==> config.mk <==
export PLATFORM = sky130hd
export DESIGN_NAME = regfile_wb_arbiter_flat
export DESIGN_NICKNAME = d
export VERILOG_FILES = /design/src/rtl/wb_pkg.sv /design/src/rtl/regfile_wb_arbiter_if.sv /design/src/rtl/wb_hold_slot.sv /design/src/rtl/regfile_wb_arbiter.sv /design/src/flat_wrapper.sv
export SDC_FILE = /design/constraint.sdc
export NUM_CORES = 1
export LEC_CHECK = 0
export BUFFER_PORTS_ARGS = -buffer_cell sky130_fd_sc_hd__buf_2
export CAP_MARGIN = 20
export CORE_UTILIZATION = 42
export CTS_CLUSTER_DIAMETER = 80
export CTS_CLUSTER_SIZE = 16
export DETAILED_ROUTE_END_ITERATION = 16
export HOLD_SLACK_MARGIN = 0.1
export PLACE_DENSITY = 0.68
export SLEW_MARGIN = 20
export SYNTH_ARGS = -nofsm -noshare
export SYNTH_HDL_FRONTEND = slang
export SYNTH_SLANG_ARGS = --single-unit
==> constraint.sdc <==
create_clock -name clk -period 2.1 [get_ports clk]
set_clock_uncertainty 0.05 [all_clocks]
set_input_delay 0.105 -clock clk [delete_from_list [all_inputs] [get_ports clk]]
set_output_delay 0.105 -clock clk [all_outputs]
set_load 0.03 [all_outputs]
==> src/rtl/wb_pkg.sv <==
// rtl/wb_pkg.sv - shared widths and requester encoding for the write-back arbiter
package wb_pkg;

    localparam int DATA_W   = 64;
    localparam int ADDR_W   = 5;
    localparam int NUM_REGS = 32;

    typedef enum logic {
        REQ_A = 1'b0,
        REQ_B = 1'b1
    } req_e;

endpackage

==> src/rtl/regfile_wb_arbiter_if.sv <==
// rtl/regfile_wb_arbiter_if.sv - write-back request handshakes and register-file write port
interface regfile_wb_arbiter_if;
    import wb_pkg::*;

    logic              a_valid;
    logic              a_ready;
    logic [ADDR_W-1:0] a_rd;
    logic [DATA_W-1:0] a_data;

    logic              b_valid;
    logic              b_ready;
    logic [ADDR_W-1:0] b_rd;
    logic [DATA_W-1:0] b_data;

    logic              Wen;
    logic [ADDR_W-1:0] Rd_addr;
    logic [DATA_W-1:0] write_data;

    modport slave (
        input  a_valid, a_rd, a_data,
        input  b_valid, b_rd, b_data,
        output a_ready, b_ready,
        output Wen, Rd_addr, write_data
    );

    modport master (
        output a_valid, a_rd, a_data,
        output b_valid, b_rd, b_data,
        input  a_ready, b_ready,
        input  Wen, Rd_addr, write_data
    );

endinterface

==> src/rtl/wb_hold_slot.sv <==
// rtl/wb_hold_slot.sv - one-entry write-back buffer for a single requester
module wb_hold_slot
    import wb_pkg::*;
(
    input  logic              clk,
    input  logic              rst,
    input  logic              in_valid,
    input  logic [ADDR_W-1:0] in_rd,
    input  logic [DATA_W-1:0] in_data,
    output logic              in_ready,
    input  logic              grant,
    output logic              hv,
    output logic [ADDR_W-1:0] hrd,
    output logic [DATA_W-1:0] hdata
);

    logic load;

    // A granted entry leaves this cycle, so the slot can refill at the same edge
    assign in_ready = !rst && (!hv || grant);
    assign load     = in_valid && in_ready;

    // Slot contents: load wins over the grant-driven clear
    always_ff @(posedge clk) begin
        if (rst) begin
            hv    <= 1'b0;
            hrd   <= '0;
            hdata <= '0;
        end else if (load) begin
            hv    <= 1'b1;
            hrd   <= in_rd;
            hdata <= in_data;
        end else if (grant) begin
            hv    <= 1'b0;
        end
    end

endmodule

==> src/rtl/regfile_wb_arbiter.sv <==
// rtl/regfile_wb_arbiter.sv - two-requester write-back arbiter with pending-register scoreboard
module regfile_wb_arbiter
    import wb_pkg::*;
(
    input  logic                clk,
    input  logic                rst,
    input  logic                issue_valid,
    input  logic [ADDR_W-1:0]   issue_rd,
    input  logic [ADDR_W-1:0]   Rs1_addr,
    input  logic [ADDR_W-1:0]   Rs2_addr,
    output logic                stall,
    output logic [NUM_REGS-1:0] pending,
    regfile_wb_arbiter_if.slave wb
);

    logic              hv_a, hv_b;
    logic [ADDR_W-1:0] hrd_a, hrd_b;
    logic [DATA_W-1:0] hdata_a, hdata_b;
    logic              grant_a, grant_b;
    logic              any_grant, commit;
    logic [ADDR_W-1:0] sel_rd;
    logic [DATA_W-1:0] sel_data;
    req_e              last_grant;
    logic [NUM_REGS-1:0] pending_next;

    wb_hold_slot u_slot_a (
        .clk      (clk),
        .rst      (rst),
        .in_valid (wb.a_valid),
        .in_rd    (wb.a_rd),
        .in_data  (wb.a_data),
        .in_ready (wb.a_ready),
        .grant    (grant_a),
        .hv       (hv_a),
        .hrd      (hrd_a),
        .hdata    (hdata_a)
    );

    wb_hold_slot u_slot_b (
        .clk      (clk),
        .rst      (rst),
        .in_valid (wb.b_valid),
        .in_rd    (wb.b_rd),
        .in_data  (wb.b_data),
        .in_ready (wb.b_ready),
        .grant    (grant_b),
        .hv       (hv_b),
        .hrd      (hrd_b),
        .hdata    (hdata_b)
    );

    // Round-robin only matters when both slots hold an entry
    always_comb begin
        grant_a   = hv_a && (!hv_b || (last_grant == REQ_B));
        grant_b   = hv_b && (!hv_a || (last_grant == REQ_A));
        any_grant = grant_a || grant_b;
        sel_rd    = grant_a ? hrd_a   : hrd_b;
        sel_data  = grant_a ? hdata_a : hdata_b;
        commit    = any_grant && (sel_rd != '0);
    end

    // Fairness pointer moves only on a contested grant
    always_ff @(posedge clk) begin
        if (rst) begin
            last_grant <= REQ_B;
        end else if (hv_a && hv_b) begin
            last_grant <= grant_a ? REQ_A : REQ_B;
        end
    end

    // Register-file write port; x0 grants and idle cycles hold address and data
    always_ff @(posedge clk) begin
        if (rst) begin
            wb.Wen        <= 1'b0;
            wb.Rd_addr    <= '0;
            wb.write_data <= '0;
        end else begin
            wb.Wen <= commit;
            if (commit) begin
                wb.Rd_addr    <= sel_rd;
                wb.write_data <= sel_data;
            end
        end
    end

    // Scoreboard update: a new issue to the same register outranks the retiring write
    always_comb begin
        pending_next = pending;
        if (commit) begin
            pending_next[sel_rd] = 1'b0;
        end
        if (issue_valid && (issue_rd != '0)) begin
            pending_next[issue_rd] = 1'b1;
        end
        pending_next[0] = 1'b0;
    end

    // Scoreboard register
    always_ff @(posedge clk) begin
        if (rst) begin
            pending <= '0;
        end else begin
            pending <= pending_next;
        end
    end

    // Hazard flag to decode; pending[0] is held at zero so x0 never stalls
    always_comb begin
        stall = pending[Rs1_addr] | pending[Rs2_addr] | (issue_valid && pending[issue_rd]);
    end

endmodule

==> src/flat_wrapper.sv <==
// flat-port wrapper written by rule: the top's interface ports become plain ports
module regfile_wb_arbiter_flat import wb_pkg::*;
  (clk, rst, issue_valid, issue_rd, Rs1_addr, Rs2_addr, stall, pending, wb_a_valid, wb_a_rd, wb_a_data, wb_b_valid, wb_b_rd, wb_b_data, wb_a_ready, wb_b_ready, wb_Wen, wb_Rd_addr, wb_write_data);
  regfile_wb_arbiter_if wb_i ();
  input  logic clk;
  input  logic rst;
  input  logic issue_valid;
  input  logic [ADDR_W-1:0] issue_rd;
  input  logic [ADDR_W-1:0] Rs1_addr;
  input  logic [ADDR_W-1:0] Rs2_addr;
  output logic stall;
  output logic [NUM_REGS-1:0] pending;
  input wire logic [$bits(wb_i.a_valid)-1:0] wb_a_valid;
  input wire logic [$bits(wb_i.a_rd)-1:0] wb_a_rd;
  input wire logic [$bits(wb_i.a_data)-1:0] wb_a_data;
  input wire logic [$bits(wb_i.b_valid)-1:0] wb_b_valid;
  input wire logic [$bits(wb_i.b_rd)-1:0] wb_b_rd;
  input wire logic [$bits(wb_i.b_data)-1:0] wb_b_data;
  output wire logic [$bits(wb_i.a_ready)-1:0] wb_a_ready;
  output wire logic [$bits(wb_i.b_ready)-1:0] wb_b_ready;
  output wire logic [$bits(wb_i.Wen)-1:0] wb_Wen;
  output wire logic [$bits(wb_i.Rd_addr)-1:0] wb_Rd_addr;
  output wire logic [$bits(wb_i.write_data)-1:0] wb_write_data;
  assign wb_i.a_valid = wb_a_valid;
  assign wb_i.a_rd = wb_a_rd;
  assign wb_i.a_data = wb_a_data;
  assign wb_i.b_valid = wb_b_valid;
  assign wb_i.b_rd = wb_b_rd;
  assign wb_i.b_data = wb_b_data;
  assign wb_a_ready = wb_i.a_ready;
  assign wb_b_ready = wb_i.b_ready;
  assign wb_Wen = wb_i.Wen;
  assign wb_Rd_addr = wb_i.Rd_addr;
  assign wb_write_data = wb_i.write_data;
  regfile_wb_arbiter u_core (.clk(clk), .rst(rst), .issue_valid(issue_valid), .issue_rd(issue_rd), .Rs1_addr(Rs1_addr), .Rs2_addr(Rs2_addr), .stall(stall), .pending(pending), .wb(wb_i));
endmodule
==> run metrics, run 1 <==
status finished, violations left; failing checks negative setup slack; WL final 34,230 µm; async set-reset flop share out of synthesis 0%; IO Pins 263; post-route DRC violation count 0; critical path arrival 2320 ps; grt total ovfl 0; DP Cell Count 1,794; synthesized instance count 1,270; slew margin rel. 45.30%; PortBufs 261; met3 Use GR 5.804%; area of the die 0.02609 mm²; RSZ-0062 raised after global routing true; top_reg_cell synth dfxtp_1; ranking of synthesized cells by area dfxtp_1 45%, nand2_1 13%, nand3b_1 9.9%; Post-synth EDFFs 0; Clock Latency Late Sink 510 ps; # H-tree levels 1; CTS clk-pin slew, worst paths 70 ps; final hold violation count 0; Initial DRC Count 945; crit start category flop; fillers 2,194; initial antenna violation count 2; Setup Viol. Count Final 1; most used routing layer met2; layout cells sized above 1 25.05%; worst-path fanout max 5; site row count 58; Nets 1,806; YS warnings 0; period utilisation layout 117.9%; syn_area_per_cell 8.416 µm²; PwrDens 733.4 mW/mm²; Hold Path Origin issue_rd[2]; FMAX 403.8 MHz; CTS tree done; met1 Use GR 31.36%; non-filler cells, final 1,982; Die Ht 161.5 µm; GRT Resource Usage Total 25.28%; Placer Congestion 0.9308; die width 161.5 µm; Critical Path Start u_core.pending[22]; share of the synthesized area in the top cell type 45.33%; vias in the first global route 10,390; final hold slack 130.0 ps; utilization after layout 58.48%; multi-input logic area 0.005415 mm²; Clock Tree Buf Depth 3; Seq cells post-synth 242; Pint 0.007582 W; Switch Pwr 0.003156 W; endpoint class of the critical path output port; synthesis-to-finish area growth 36.99%; switch share 29.39%; largest net degree at the start of global routing 175; clock root buffer clkbuf_16; Sequential Power Share 48.1%; Detailed Place HPWL 20,800 µm; Slew Viols, Final 0; max_cap viols 0; worst path required time 1950 ps; via count 10,870; most frequent cells in the layout 379 x nand2_1, 259 x buf_2, 237 x dfxtp_1, 154 x dlygate4sd3_1, 141 x nand3b_1; Initial Utilization 42.69%; Seq/Total Area, Yosys 45.33%; global-route wire length before repair 53,600 µm; drt via density 5.484; Mapped Nets 1,428; Synth cell types 49; P_leak 6.432 nW; met2 Usage GRT 42.55%; maximum VDD drop 0.5357 mV; Sink Count 242; Min Clock Period, post-route 2476 ps; number of buffers created by CTS 19; Yosys top cell by area dfxtp_1; clock share of power 30.8%; worst slew pin tran 820.5 ps; WL/cell 17.27 µm; placed inst area 0.01245 mm²; final worst slack -376.3 ps; post-route cell area 0.01464 mm²; commonest non-fill, non-tap cell in the layout nand2_1; Comb pwr share 21.1%; HP Class primary input to flop; Reg-to-Reg Start u_core.last_grant; FF+latch area 0.004851 mm²; synthesized cell area 0.01069 mm²; Routed Antenna Nets 0; Core ar. 0.02504 mm²; Detailed Routing Iterations Pass 1 5; critical path class flop to output port
final timing paths:
path                                    to  slack [ps]  cells past startpoint
setup / recovery                     stall        -380                      6
hold / removal           u_core.pending[6]         130                      5
setup reg to reg  u_core.wb.write_data[38]          40                     10
hold reg to reg   u_core.wb.write_data[47]         420                      2
metal layers:
metal  vias to the layer above  wire length [µm]
met4                         0              1049
met3                        86              2888
met2                       496             16110
li1                       5142                 -
met1                      5146             14180
met5                         -                 0
power by group through the flow:
| stage | Combinational (W) | Sequential (W) | Clock, W |
|---|---|---|---|
| 6_report | 0.00226 | 0.00517 | 0.00331 |
| 5_1_grt | 0.00244 | 0.00520 | 0.00355 |
| 4_1_cts | 0.00219 | 0.00516 | 0.00338 |
| 3_5_place_dp | 0.00196 | 0.00526 | 0 |
| 3_3_place_gp | 0.00193 | 0.00526 | 0 |
| 2_1_floorplan | 0.000965 | 0.00553 | 0 |
through the flow:
stage               TNS, ps  worst slack, ps  power, W
floorplan                 0            122.5  0.006500
global placement          0            80.39  0.007186
detailed placement   -17.84           -8.311  0.007221
CTS                  -344.9           -344.9   0.01073
global route         -506.5           -412.9   0.01119
finish               -376.3           -376.3   0.01074
worst max-delay path, cell delays in order (launching register included):
cell and delay [ps]:
dfxtp_1 370, mux4_2 510, and4b_1 210, nor4_1 190, nand3_1 120, a211o_1 240
buf_4 170
cell families (layout without fill, tap and decap cells):
| kind of cell | count (synthesis) | after routing | share of synthesized area [%] |
|---|---|---|---|
| other cells | 1 | 4 | 0.03509 |
| buf+inv | 114 | 493 | 4.577 |
| mux | 41 | 41 | 5.795 |
| compound gates | 160 | 160 | 12.42 |
| simple gates | 712 | 712 | 31.84 |
| flops | 242 | 242 | 45.33 |
flip-flops by register name, summed over array words and instances, names as in the netlist:
name and flops:
u_core.last_grant 1, u_core.u_slot_a.hdata 64, u_core.u_slot_a.hrd 5, u_core.wb.write_data 64, u_core.u_slot_b.hrd 5, u_core.wb.Wen 1, u_core.u_slot_a.hv 1, u_core.u_slot_b.hv 1
u_core.wb.Rd_addr 5, u_core.u_slot_b.hdata 64, u_core.pending 31
timing repair:
item	CTS	global route
pin swaps	0	7
gates resized for setup	4	10
endpoints found under the hold margin	167	3
hold buffers	153	2
endpoints found under the setup margin	41	71
buffers inserted	0	8
gates cloned	0	1
synth_stat cells (2+ instances only):
master and count:
a21oi_1 36, and4b_1 2, mux4_2 13, mux2_2 14, nor2_1 81, buf_4 5
inv_1 3, and3_1 5, a311oi_2 26, and2_1 2, a22oi_1 5, a211o_1 2
nor2b_1 4, a311oi_1 39, nand2_1 383, o21ai_0 28, buf_2 10, clkbuf_1 86
nor3_1 2, buf_1 6, mux2i_1 11, mux2i_4 2, o22ai_1 2, nand3b_1 141
buf_6 4, nor3b_1 6, and3b_1 3, dfxtp_1 242, nand3_1 76, o41ai_1 8
a221oi_1 3, o2111ai_1 3
final cells by class:
cell class / count / area share, %
inverter: 3 / 0.07691
clock inverter: 2 / 0.1709
multi-input combinational: 914 / 36.99
tap: 330 / 2.820
clock buffer: 20 / 3.341
timing repair buffer: 468 / 23.42
antenna: 3 / 0.05127
sequential: 242 / 33.13
Note: power is estimated with default switching activity, not from simulation.
==> inputs of run 2 (changes only) <==
--- a/config.mk
+++ b/config.mk
@@ -13,6 +13,7 @@
 export DETAILED_ROUTE_END_ITERATION = 16
 export HOLD_SLACK_MARGIN = 0.1
 export PLACE_DENSITY = 0.68
+export SETUP_SLACK_MARGIN = 0.4
 export SLEW_MARGIN = 20
 export SYNTH_ARGS = -nofsm -noshare
 export SYNTH_HDL_FRONTEND = slang
==> run 2 against run 1 <==
- the flow still finishes with violations (negative setup slack)
- power up 10%
- register-to-register slack got worse by 60 ps
- largest power group unchanged
- via count up 6.4%
- final cell count increased by 3.3%
==> run metrics, run 2 (synthesis gave the netlist of run 1 again) <==
status finished, violations left (unchanged); failing checks negative setup slack (unchanged); PwrDens 698.4 mW/mm² (was 733.4 mW/mm²); P_leak 7.223 nW (was 6.432 nW); non-filler cells, final 2,047 (was 1,982); WL final 40,260 µm (was 34,230 µm); Min Clock Period, post-route 2516 ps (was 2476 ps); TNS Setup -453.6 ps (was -376.3 ps); Nets 1,871 (was 1,806); worst slew pin tran 811.3 ps (was 820.5 ps); slew margin rel. 45.91% (was 45.30%); Detailed Routing Iterations Pass 1 6 (was 5); most frequent cells in the layout 378 x nand2_1, 258 x buf_2, 220 x dfxtp_1, 151 x dlygate4sd3_1, 141 x nand3b_1 (was 379 x nand2_1, 259 x buf_2, 237 x dfxtp_1, 154 x dlygate4sd3_1, 141 x nand3b_1); endpoint class of the critical path output port (unchanged); Initial DRC Count 1,174 (was 945); critical path class flop to output port (unchanged); Clock Tree Buf Depth 3 (unchanged); area of the die 0.02609 mm² (unchanged); DP Cell Count 1,790 (was 1,794); Initial Utilization 42.69% (unchanged); commonest non-fill, non-tap cell in the layout nand2_1 (unchanged); global-route wire length before repair 60,850 µm (was 53,600 µm); vias in the first global route 11,500 (was 10,390); R2R Path End u_core.wb.write_data[12] (was u_core.wb.write_data[38]); period utilisation layout 119.8% (was 117.9%); # H-tree levels 1 (unchanged); Detailed Place HPWL 20,740 µm (was 20,800 µm); Sink Count 242 (unchanged); FF+latch area 0.004885 mm² (was 0.004851 mm²); slowest cell on the critical path mux4_2 (unchanged); PortBufs 261 (unchanged); WL/cell 19.67 µm (was 17.27 µm); max_cap viols 0 (unchanged); multi-input logic area 0.006540 mm² (was 0.005415 mm²); critical path arrival 2360 ps (was 2320 ps); layout cells sized above 1 38.13% (was 25.05%); FF-to-FF setup slack -20 ps (was 40 ps); crit start category flop (unchanged); worst r2r path cells 11 (was 10); Placer Congestion 1.011 (was 0.9308); clock root buffer clkbuf_16 (unchanged); CTS clk-pin slew, worst paths 80 ps (was 70 ps); Die Ht 161.5 µm (unchanged); synthesis-to-finish area growth 58.66% (was 36.99%); Critical Path Start u_core.pending[15] (was u_core.pending[22]); IO Pins 263 (unchanged); number of buffers created by CTS 19 (unchanged); capture point of the worst path stall (unchanged); Critical Path Stages 6 (unchanged); initial antenna violation count 1 (was 2); Slew Viols, Final 0 (unchanged); drt via density 5.651 (was 5.484); Reg-to-Reg Start u_core.last_grant (unchanged); CTS tree done (unchanged); maximum VDD drop 0.5651 mV (was 0.5357 mV); Setup Viol. Count Final 5 (was 1); final worst slack -416.4 ps (was -376.3 ps); post-route DRC violation count 0 (unchanged); final hold slack 75.91 ps (was 130.0 ps); top flop regs u_core.u_slot_a.hdata: 64 flops, u_core.u_slot_b.hdata: 64 flops, u_core.wb.write_data: 64 flops (unchanged); site row count 58 (unchanged); worst path required time 1950 ps (about the same); via count 11,570 (was 10,870); largest net degree at the start of global routing 175 (unchanged); grt total ovfl 0 (unchanged); FMAX 397.4 MHz (was 403.8 MHz); fillers 1,841 (was 2,194); final hold violation count 0 (unchanged); Core ar. 0.02504 mm² (unchanged); delay-heaviest family, CP simple AND/OR/NAND/NOR gates (unchanged); worst-path fanout max 5 (unchanged); RSZ-0062 raised after global routing true (unchanged); die width 161.5 µm (unchanged); Clock Latency Late Sink 500 ps (was 510 ps); Routed Antenna Nets 0 (unchanged); CP bufs+invs 1 (unchanged); HP Class primary input to flop (unchanged); critical path's largest stage delay 470 ps (was 510 ps); GRT Resource Usage Total 29.03% (was 25.28%); worst-path cell chain mux4_2 -> and4b_1 -> nor4_2 -> nand3_1 -> a211o_4 -> buf_6 (was mux4_2 -> and4b_1 -> nor4_1 -> nand3_1 -> a211o_1 -> buf_4)
-- run 2: report_power, final --
part	switching (W)	internal [W]	leakage [nW]
registers	0.000307	0.00495	2.00
logic	0.00171	0.00157	4.97
clock network	0.00167	0.00164	0.250
total	0.00369	0.00816	7.22
-- run 2: worst min-delay path by stage --
| stage | cells after the start | from | end |
|---|---|---|---|
| 6_report | 5 | rst | u_core.u_slot_a.hdata[48] |
| 5_1_grt | 5 | rst | u_core.u_slot_a.hdata[47] |
| 4_1_cts | 5 | issue_rd[2] | u_core.pending[6] |
| 3_5_place_dp | 3 | wb_b_data[36] | u_core.u_slot_b.hdata[36] |
| 3_3_place_gp | 3 | wb_b_data[36] | u_core.u_slot_b.hdata[36] |
| 2_1_floorplan | 2 | wb_a_data[0] | u_core.u_slot_a.hdata[0] |
-- run 2: final cells by class --
cell class	instances	share of cell area (%)
clock buffer	20	2.826
tap	330	2.435
clock inverter	3	0.1549
sequential	242	28.81
multi-input combinational	914	38.57
inverter	3	0.06641
antenna	2	0.02951
timing repair buffer	533	27.12
-- run 2: layer usage --
| metal | part of all wire, % | global-route usage (%) | vias to the layer above |
|---|---|---|---|
| met4 | 4.1 | 11.15 | 0 |
| met5 | 0 | 0 | - |
| met1 | 40 | 36.09 | 5560 |
| met2 | 49 | 49.59 | 567 |
| li1 | - | - | 5292 |
| met3 | 7.5 | 5.470 | 149 |
-- run 2: metrics by stage --
stage | instance area [µm²] | setup slack (ps) | util [%] | total power, W
after detailed placement | 12510 | 34.23 | 49.97 | 0.007213
after global routing | 16960 | -443.0 | 67.72 | 0.01227
after CTS | 16390 | -353.1 | 65.45 | 0.01158
after global placement | 12510 | 103.8 | 49.97 | 0.007182
after floorplan | 10890 | 276.6 | - | 0.006562
final | 16960 | -416.4 | 67.73 | 0.01184
-- run 2: repair_timing --
| item | CTS | global route |
|---|---|---|
| pin swaps | 88 | 74 |
| endpoints found under the setup margin | 172 | 141 |
| setup buffers | 49 | 12 |
| endpoints found under the hold margin | 166 | 0 |
| hold buffers | 151 | 0 |
| gates resized for setup | 255 | 92 |
| cloned | 19 | 1 |
-- run 2: worst reg2reg max path: cells and delay by family (launching register included) --
kind	cells	cell delay, ps
flops	1	330
simple gates	3	380
compound gates	2	200
mux	1	320
buf+inv	5	680
